$ cat src/rtl/mem_line_arbiter.sv
`timescale 1ns/1ps
// mem_line_arbiter
//
// Shares one word-wide backing memory port between the I-cache refill path
// and the D-cache refill/writeback path. Each requester asks for a whole line.
// A round-robin choice picks one requester. The block then runs LINE_WORDS
// single-word beats against memory. It returns the line together with a
// one-cycle done pulse.
//
// Ports
//   clk, rst             clock; asynchronous active-low reset
//   ic_req/ic_addr       I-cache line read request (held until ic_done)
//   ic_done/ic_rdata     completion pulse and line data (valid only with done)
//   dc_req/dc_we/dc_addr D-cache request; dc_we=1 means line writeback
//   dc_wdata             writeback line (word 0 in the low bits)
//   dc_done/dc_rdata     completion pulse; refill data or echo of dc_wdata
//   mem_*                single-word memory beat interface
//   busy                 high while a transaction is transferring or responding
//   ic_grants/dc_grants  saturating grant counters
module mem_line_arbiter #(
  parameter int XLEN           = 32,
  parameter int LINE_WORDS     = 4,
  parameter int LINE_ADDR_BITS = 4,
  parameter int CNT_BITS       = 16
) (
  input  logic                                        clk,
  input  logic                                        rst,
  input  logic                                        ic_req,
  input  logic [LINE_ADDR_BITS-1:0]                   ic_addr,
  output logic                                        ic_done,
  output logic [LINE_WORDS*XLEN-1:0]                  ic_rdata,
  input  logic                                        dc_req,
  input  logic                                        dc_we,
  input  logic [LINE_ADDR_BITS-1:0]                   dc_addr,
  input  logic [LINE_WORDS*XLEN-1:0]                  dc_wdata,
  output logic                                        dc_done,
  output logic [LINE_WORDS*XLEN-1:0]                  dc_rdata,
  output logic                                        mem_req,
  output logic                                        mem_we,
  output logic [LINE_ADDR_BITS+$clog2(LINE_WORDS)-1:0] mem_addr,
  output logic [XLEN-1:0]                             mem_wdata,
  input  logic [XLEN-1:0]                             mem_rdata,
  input  logic                                        mem_ready,
  output logic                                        busy,
  output logic [CNT_BITS-1:0]                         ic_grants,
  output logic [CNT_BITS-1:0]                         dc_grants
);

  localparam int BEAT_BITS = $clog2(LINE_WORDS);
  localparam int LINE_W    = LINE_WORDS * XLEN;
  localparam logic [BEAT_BITS-1:0] LAST_BEAT = BEAT_BITS'(LINE_WORDS - 1);

  typedef enum logic [1:0] {
    ST_IDLE = 2'd0,
    ST_XFER = 2'd1,
    ST_RESP = 2'd2
  } state_t;

  state_t                    state_q, state_d;
  logic [BEAT_BITS-1:0]      beat_q, beat_d;
  logic                      last_gnt_q, last_gnt_d; // 1 = D-cache was granted last
  logic                      sel_q, sel_d;           // 1 = D-cache owns the transaction
  logic [LINE_ADDR_BITS-1:0] addr_q, addr_d;
  logic                      we_q, we_d;
  logic [LINE_W-1:0]         buf_q, buf_d;
  logic [CNT_BITS-1:0]       ic_cnt_q, ic_cnt_d;
  logic [CNT_BITS-1:0]       dc_cnt_q, dc_cnt_d;
  logic                      gnt_dc;

  function automatic logic [CNT_BITS-1:0] sat_inc(input logic [CNT_BITS-1:0] v);
    return (&v) ? v : v + CNT_BITS'(1);
  endfunction

  // D wins when it is the only requester, or on a tie when I was served last.
  assign gnt_dc = dc_req && (!ic_req || !last_gnt_q);

  always_comb begin
    state_d    = state_q;
    beat_d     = beat_q;
    last_gnt_d = last_gnt_q;
    sel_d      = sel_q;
    addr_d     = addr_q;
    we_d       = we_q;
    buf_d      = buf_q;
    ic_cnt_d   = ic_cnt_q;
    dc_cnt_d   = dc_cnt_q;

    case (state_q)
      ST_IDLE: begin
        if (ic_req || dc_req) begin
          sel_d      = gnt_dc;
          addr_d     = gnt_dc ? dc_addr : ic_addr;
          we_d       = gnt_dc && dc_we;
          // A writeback streams its data out of the buffer; reads fill it.
          buf_d      = (gnt_dc && dc_we) ? dc_wdata : '0;
          beat_d     = '0;
          last_gnt_d = gnt_dc;
          if (gnt_dc) dc_cnt_d = sat_inc(dc_cnt_q);
          else        ic_cnt_d = sat_inc(ic_cnt_q);
          state_d    = ST_XFER;
        end
      end

      ST_XFER: begin
        if (mem_ready) begin
          if (!we_q) buf_d[beat_q*XLEN +: XLEN] = mem_rdata;
          if (beat_q == LAST_BEAT) state_d = ST_RESP;
          else                     beat_d  = beat_q + BEAT_BITS'(1);
        end
      end

      ST_RESP: begin
        state_d = ST_IDLE;
      end

      default: begin
        state_d = ST_IDLE;
      end
    endcase
  end

  always_ff @(posedge clk or negedge rst) begin
    if (!rst) begin
      state_q    <= ST_IDLE;
      beat_q     <= '0;
      last_gnt_q <= 1'b0;
      sel_q      <= 1'b0;
      addr_q     <= '0;
      we_q       <= 1'b0;
      buf_q      <= '0;
      ic_cnt_q   <= '0;
      dc_cnt_q   <= '0;
    end else begin
      state_q    <= state_d;
      beat_q     <= beat_d;
      last_gnt_q <= last_gnt_d;
      sel_q      <= sel_d;
      addr_q     <= addr_d;
      we_q       <= we_d;
      buf_q      <= buf_d;
      ic_cnt_q   <= ic_cnt_d;
      dc_cnt_q   <= dc_cnt_d;
    end
  end

  // Outputs are gated by state so that everything idles at zero.
  always_comb begin
    mem_req   = (state_q == ST_XFER);
    mem_we    = mem_req && we_q;
    mem_addr  = mem_req ? {addr_q, beat_q} : '0;
    mem_wdata = mem_req ? buf_q[beat_q*XLEN +: XLEN] : '0;
    busy      = (state_q == ST_XFER) || (state_q == ST_RESP);
    ic_done   = (state_q == ST_RESP) && !sel_q;
    dc_done   = (state_q == ST_RESP) &&  sel_q;
    ic_rdata  = ic_done ? buf_q : '0;
    dc_rdata  = dc_done ? buf_q : '0;
    ic_grants = ic_cnt_q;
    dc_grants = dc_cnt_q;
  end

endmodule

$ cat config.mk
export PLATFORM = sky130hd
export DESIGN_NAME = mem_line_arbiter
export DESIGN_NICKNAME = d
export VERILOG_FILES = /design/src/rtl/mem_line_arbiter.sv
export SDC_FILE = /design/constraint.sdc
export NUM_CORES = 1
export LEC_CHECK = 0
export CORE_AREA = 2 2 194 196
export CTS_CLUSTER_SIZE = 16
export DETAILED_ROUTE_END_ITERATION = 10
export DIE_AREA = 0 0 196 198
export SYNTH_ARGS = -nofsm -noshare
export SYNTH_HDL_FRONTEND = slang
export SYNTH_SLANG_ARGS = --single-unit
$ cat constraint.sdc
create_clock -name clk -period 4.7 [get_ports clk]
set_clock_uncertainty 0.2 [all_clocks]
set_input_delay 1.41 -clock clk [delete_from_list [all_inputs] [get_ports clk]]
set_output_delay 1.41 -clock clk [all_outputs]
set_load 0.02 [all_outputs]
After elaboration in Yosys (flattened, before gate mapping):

Cells that the tools add are included.

* input bits: 174
* output and inout port bits: 331
* register bits: 170

* shift operators: 3
* add/sub/neg operators: 4
* bitwise operators: 3
* reduce and logical (&&, ||, !) cells: 20
* equal/unequal tests: 8
* mux-type cells: 19

Operators with widths (count)
* 128-bit two-way mux: 6
* 128-bit one-hot mux with 2 select lines: 1
* 128-bit bitwise mux: 1
* 32-bit by 34-bit variable shift with 128-bit output (first input constant): 1
* 128-bit by 8-bit variable part select with 32-bit output: 1
* 32-bit by 34-bit variable part select with 128-bit output: 1
* 7-bit negator with 34-bit output: 1
* 16-bit by 1-bit adder with 16-bit output (second input constant): 2
* 32-bit two-way mux: 1
* 16-bit AND reduction: 2
* 4-bit AND reduction: 4
* 2-bit two-way mux: 6
* 2-bit one-hot mux with 2 select lines: 2
* 6-bit two-way mux: 1
* 2-bit inequality test (second input constant): 3
* 1-bit logical AND: 5
* 2-bit == test (second input constant): 2
* 4-bit two-way mux: 1
* 2-bit by 1-bit inequality test with 1-bit output (second input constant): 2
* 1-bit logical OR: 3
* 1-bit NOT: 3
* 3-bit AND reduction: 1
* 2-bit by 1-bit adder with 2-bit output (second input constant): 1
* 2-bit by 1-bit == test with 1-bit output (second input constant): 1
* 4 further kinds: 5

Longest topological paths before layout:

* depth after elaboration: 7
* depth in mapped cells: 10
* depth with buffers taken out: 6

Worst setup path after synthesis:

No wires, ideal clock.

* path type: reg2out
* start point: register state_q[1]
* end point: output port mem_wdata[21]
* data required time: 3.090 ns
* buffers on the path: 3
* arrival: 1.703 ns
* stages on the path, launching flop included: 7
* slack: 1.387 ns
* path through: dfrtp_1 inv_1 ha_1 buf_4 clkbuf_1 clkbuf_1 and2_1

* longest elaborated chain between the ends: 2

RTL lines
* from (decl): line 59 `state_t state_q, state_d;`
* from (signal assigned): line 134 `state_q <= state_d;`
* 2-bit by 1-bit == test with 1-bit output: line 148 `mem_req = (state_q == ST_XFER);`
* named net mem_req: line 38 `output logic mem_req,`
* 32-bit two-way mux: line 151 `mem_wdata = mem_req ? buf_q[beat_q*XLEN +: XLEN] : '0;`
* to (decl): line 41 `output logic [XLEN-1:0] mem_wdata,`

The timed path passes the listed nets, and every way through them passes these cells.

Worst setup path in the final report:

* start point: register sel_q
* end point: output port dc_rdata[63]

* longest elaborated chain between the ends: 2

RTL lines
* from (decl): line 62 `logic sel_q, sel_d;`
* from (signal assigned): line 137 `sel_q <= sel_d;`
* 1-bit logical AND: line 154 `dc_done = (state_q == ST_RESP) && sel_q;`
* 128-bit two-way mux: line 156 `dc_rdata = dc_done ? buf_q : '0;`
* to (decl): line 37 `output logic [LINE_WORDS*XLEN-1:0] dc_rdata,`

No other way between the ends.

==> key figures <==
Status
  – Outcome: finished clean

Floorplanning
  – Core Area: 36960 sq um
  – Die X: 196 um
  – IO Pins: 505
  – Die H: 198 um
  – Initial core utilization: 29.15%
  – Num rows: 71
  – Die ar.: 38810 sq um

Place
  – DP HPWL: 34.61 mm
  – DP Worst Slack: 746.8 ps
  – Post-DP Area: 16200 sq um
  – Placed cells: 2073
  – RePlAce Congestion: 0.8693
  – Port Buffers: 504

Hold path
  – Hold Startpoint: addr_q[1]
  – Min-Delay Path Class: flop to flop
  – Hold EP: addr_q[1]
  – Hold path depth: 2

Worst setup path
  – CP Capture Type: output port
  – Worst endpoint required time: 3090 ps
  – Setup CP Type: flop to output port
  – Reg2reg setup slack: 1530 ps
  – FF-to-FF End: buf_q[20]
  – Crit path max fanout: 71
  – Startpoint Class: flop
  – R2R cell count: 8
  – Worst r2r src: beat_q[0]
  – Worst Path Arrival: 2780 ps

Logic synthesis
  – Synthesized area per cell: 9.123 sq um
  – Post-synth cell types: 50
  – Yosys warns: 0
  – Async S/R FF share, synth: 100.0%
  – Synthesized area: 10770 sq um
  – Synthesized instance count: 1181
  – Flops & latches, synth: 170
  – Seq/Total Area, Yosys: 39.48%
  – Syn nets: 1365
  – Post-synth EDFFs: 0
  – Ys flop type: dfrtp_1

Power and ir drop
  – Sequential power share: 35.2%
  – Combinational power share: 49.3%
  – Final Power: 8.949 mW
  – Switch share: 46.48%
  – Static leakage: 6.839 nW
  – Clock Power Share: 15.4%
  – Pwr Density: 533.9 nW/um^2
  – Max rail drop VDD: 328.6 uV
  – Switching pwr: 4.160 mW
  – Power Internal: 4.789 mW

Clock network
  – CTS Buf Count: 17
  – CTS clk-pin slew, worst paths: 70 ps
  – Post-cts resize count: 0
  – Max Root-Sink Buffers: 2
  – Root Driver: clkbuf_16
  – Worst-skew pair later-pin latency: 420 ps
  – Hold bufs inserted after CTS: 0
  – CTS tree: built
  – # H-tree levels: 4
  – Postcts setup bufs: 0
  – Sink Count: 170

Routing
  – Via count: 11110
  – Routed WL per cell: 22.77 um
  – Via/cell ratio: 5.276
  – Total wire length: 47.95 mm
  – DRC Markers: 0
  – Drt initial violations: 561
  – Post-DRT Antenna Nets: 0
  – Detailed Routing Iterations Pass 1: 5

Cells and area
  – Most frequent cells in the layout: clkdlybuf4s50_1, dfrtp_1, and2_1
  – Post-route cell area: 16760 sq um
  – Final #Nets: 1802
  – Core Util, Final: 45.35%
  – Commonest non-fill, non-tap cell in the layout: clkdlybuf4s50_1
  – Non-filler instance count after layout: 2106
  – Area Growth Syn to Fin: 55.57%
  – Share of cells above drive strength 1: 7.357%
  – Final-layout fill cell count: 3555

STA
  – Hold_ws: 282.2 ps
  – Slew Limit Fails: 0
  – Headroom to the max-slew limit: 49.30%
  – Setup tns final: 0 ps
  – Final period utilization: 93.36%
  – Tmin final: 4388 ps
  – Max Clk Rate: 227.9 MHz
  – Worst-Margin Slew: 751.0 ps
  – Fin. Hold Viols: 0
  – Final setup viols: 0
  – Post-route worst setup slack: 312.1 ps
  – Unrepaired setup endpoints after global routing: false

GRT
  – Vias in the first global route: 11170
  – Largest net degree at the start of global routing: 130
  – Initial antenna violation count: 3
  – GRT overflow: 0
  – Global-route wire length before repair: 70.93 mm
  – GRT Resource Usage Total: 24.25%

Job
  – Max Cap Violations: 0
cells in the mapped netlist (10+ instances only):
master	instances	area [sq um]
dfrtp_1	170	4254
mux4_2	32	720.7
nor2_1	107	401.6
nand4_1	11	68.82
xor2_1	15	131.4
and3_1	136	850.8
ha_1	10	125.1
nand3_1	14	70.07
clkbuf_1	71	266.5
a21oi_1	100	500.5
nand2_1	49	183.9
o21ai_0	32	160.2
a22oi_1	128	960.9
and2_1	166	1039
buf_2	33	165.2
layer usage:
layer / track usage (%) / part of all wire [%] / vias up
met2: 41.00 / 49 / 448
met1: 31.29 / 43 / 5493
li1: - / - / 5121
met3: 5.553 / 6.8 / 45
met4: 6.341 / 2.0 / 4
met5: 0 / 0.048 / -
critical path, stage by stage (launching register included):
cell             delay (ps)
dfrtp_4                 780
buf_4                   570
and3_1                  250
clkdlybuf4s50_1         620
cells by family after synthesis:
kind of cell / after synthesis / synth area share [%]
flip-flops: 170 / 39.48
buffers and inverters: 122 / 5.191
AND/OR/NAND/NOR: 526 / 27.13
XOR/XNOR: 23 / 1.870
AO/OA/AOI/OAI: 287 / 17.38
adder cells (fa/ha/maj): 10 / 1.161
multiplexers: 43 / 7.781
state kept, by name (all words and copies together), names as in the netlist:
name       cells
ic_grants     16
we_q           1
beat_q         2
dc_grants     16
sel_q          1
state_q        2
addr_q         4
buf_q        128
final cells by class:
type	count	area (sq um)	share of cell area, %
clock buffers	21	470.5	2.807
clock inverters	11	87.58	0.5225
flip-flops and latches	170	4260	25.42
multi-input cells	889	6002	35.81
inverters	9	33.78	0.2016
well taps	474	593.1	3.538
diodes	1	2.502	0.01493
repair buffers	531	5311	31.69
worst max-delay path by stage:
stage | startpoint | end | slack, ps | cells after the start
global route | sel_q | ic_rdata[121] | 180 | 4
floorplan | state_q[1] | mem_wdata[21] | 1390 | 6
CTS | sel_q | ic_rdata[96] | 270 | 4
finish | sel_q | dc_rdata[63] | 310 | 3
global placement | sel_q | ic_rdata[121] | 780 | 4
detailed placement | sel_q | ic_rdata[96] | 750 | 4
power groups by stage:
stage,logic [mW],clock network [mW],registers [mW]
detailed placement,4.44,0,3.18
floorplan,2.98,0,2.61
global route,4.82,1.50,3.24
global placement,4.34,0,3.16
CTS,4.45,1.42,3.16
finish,4.42,1.38,3.15
(Power assumes the default switching activity.)
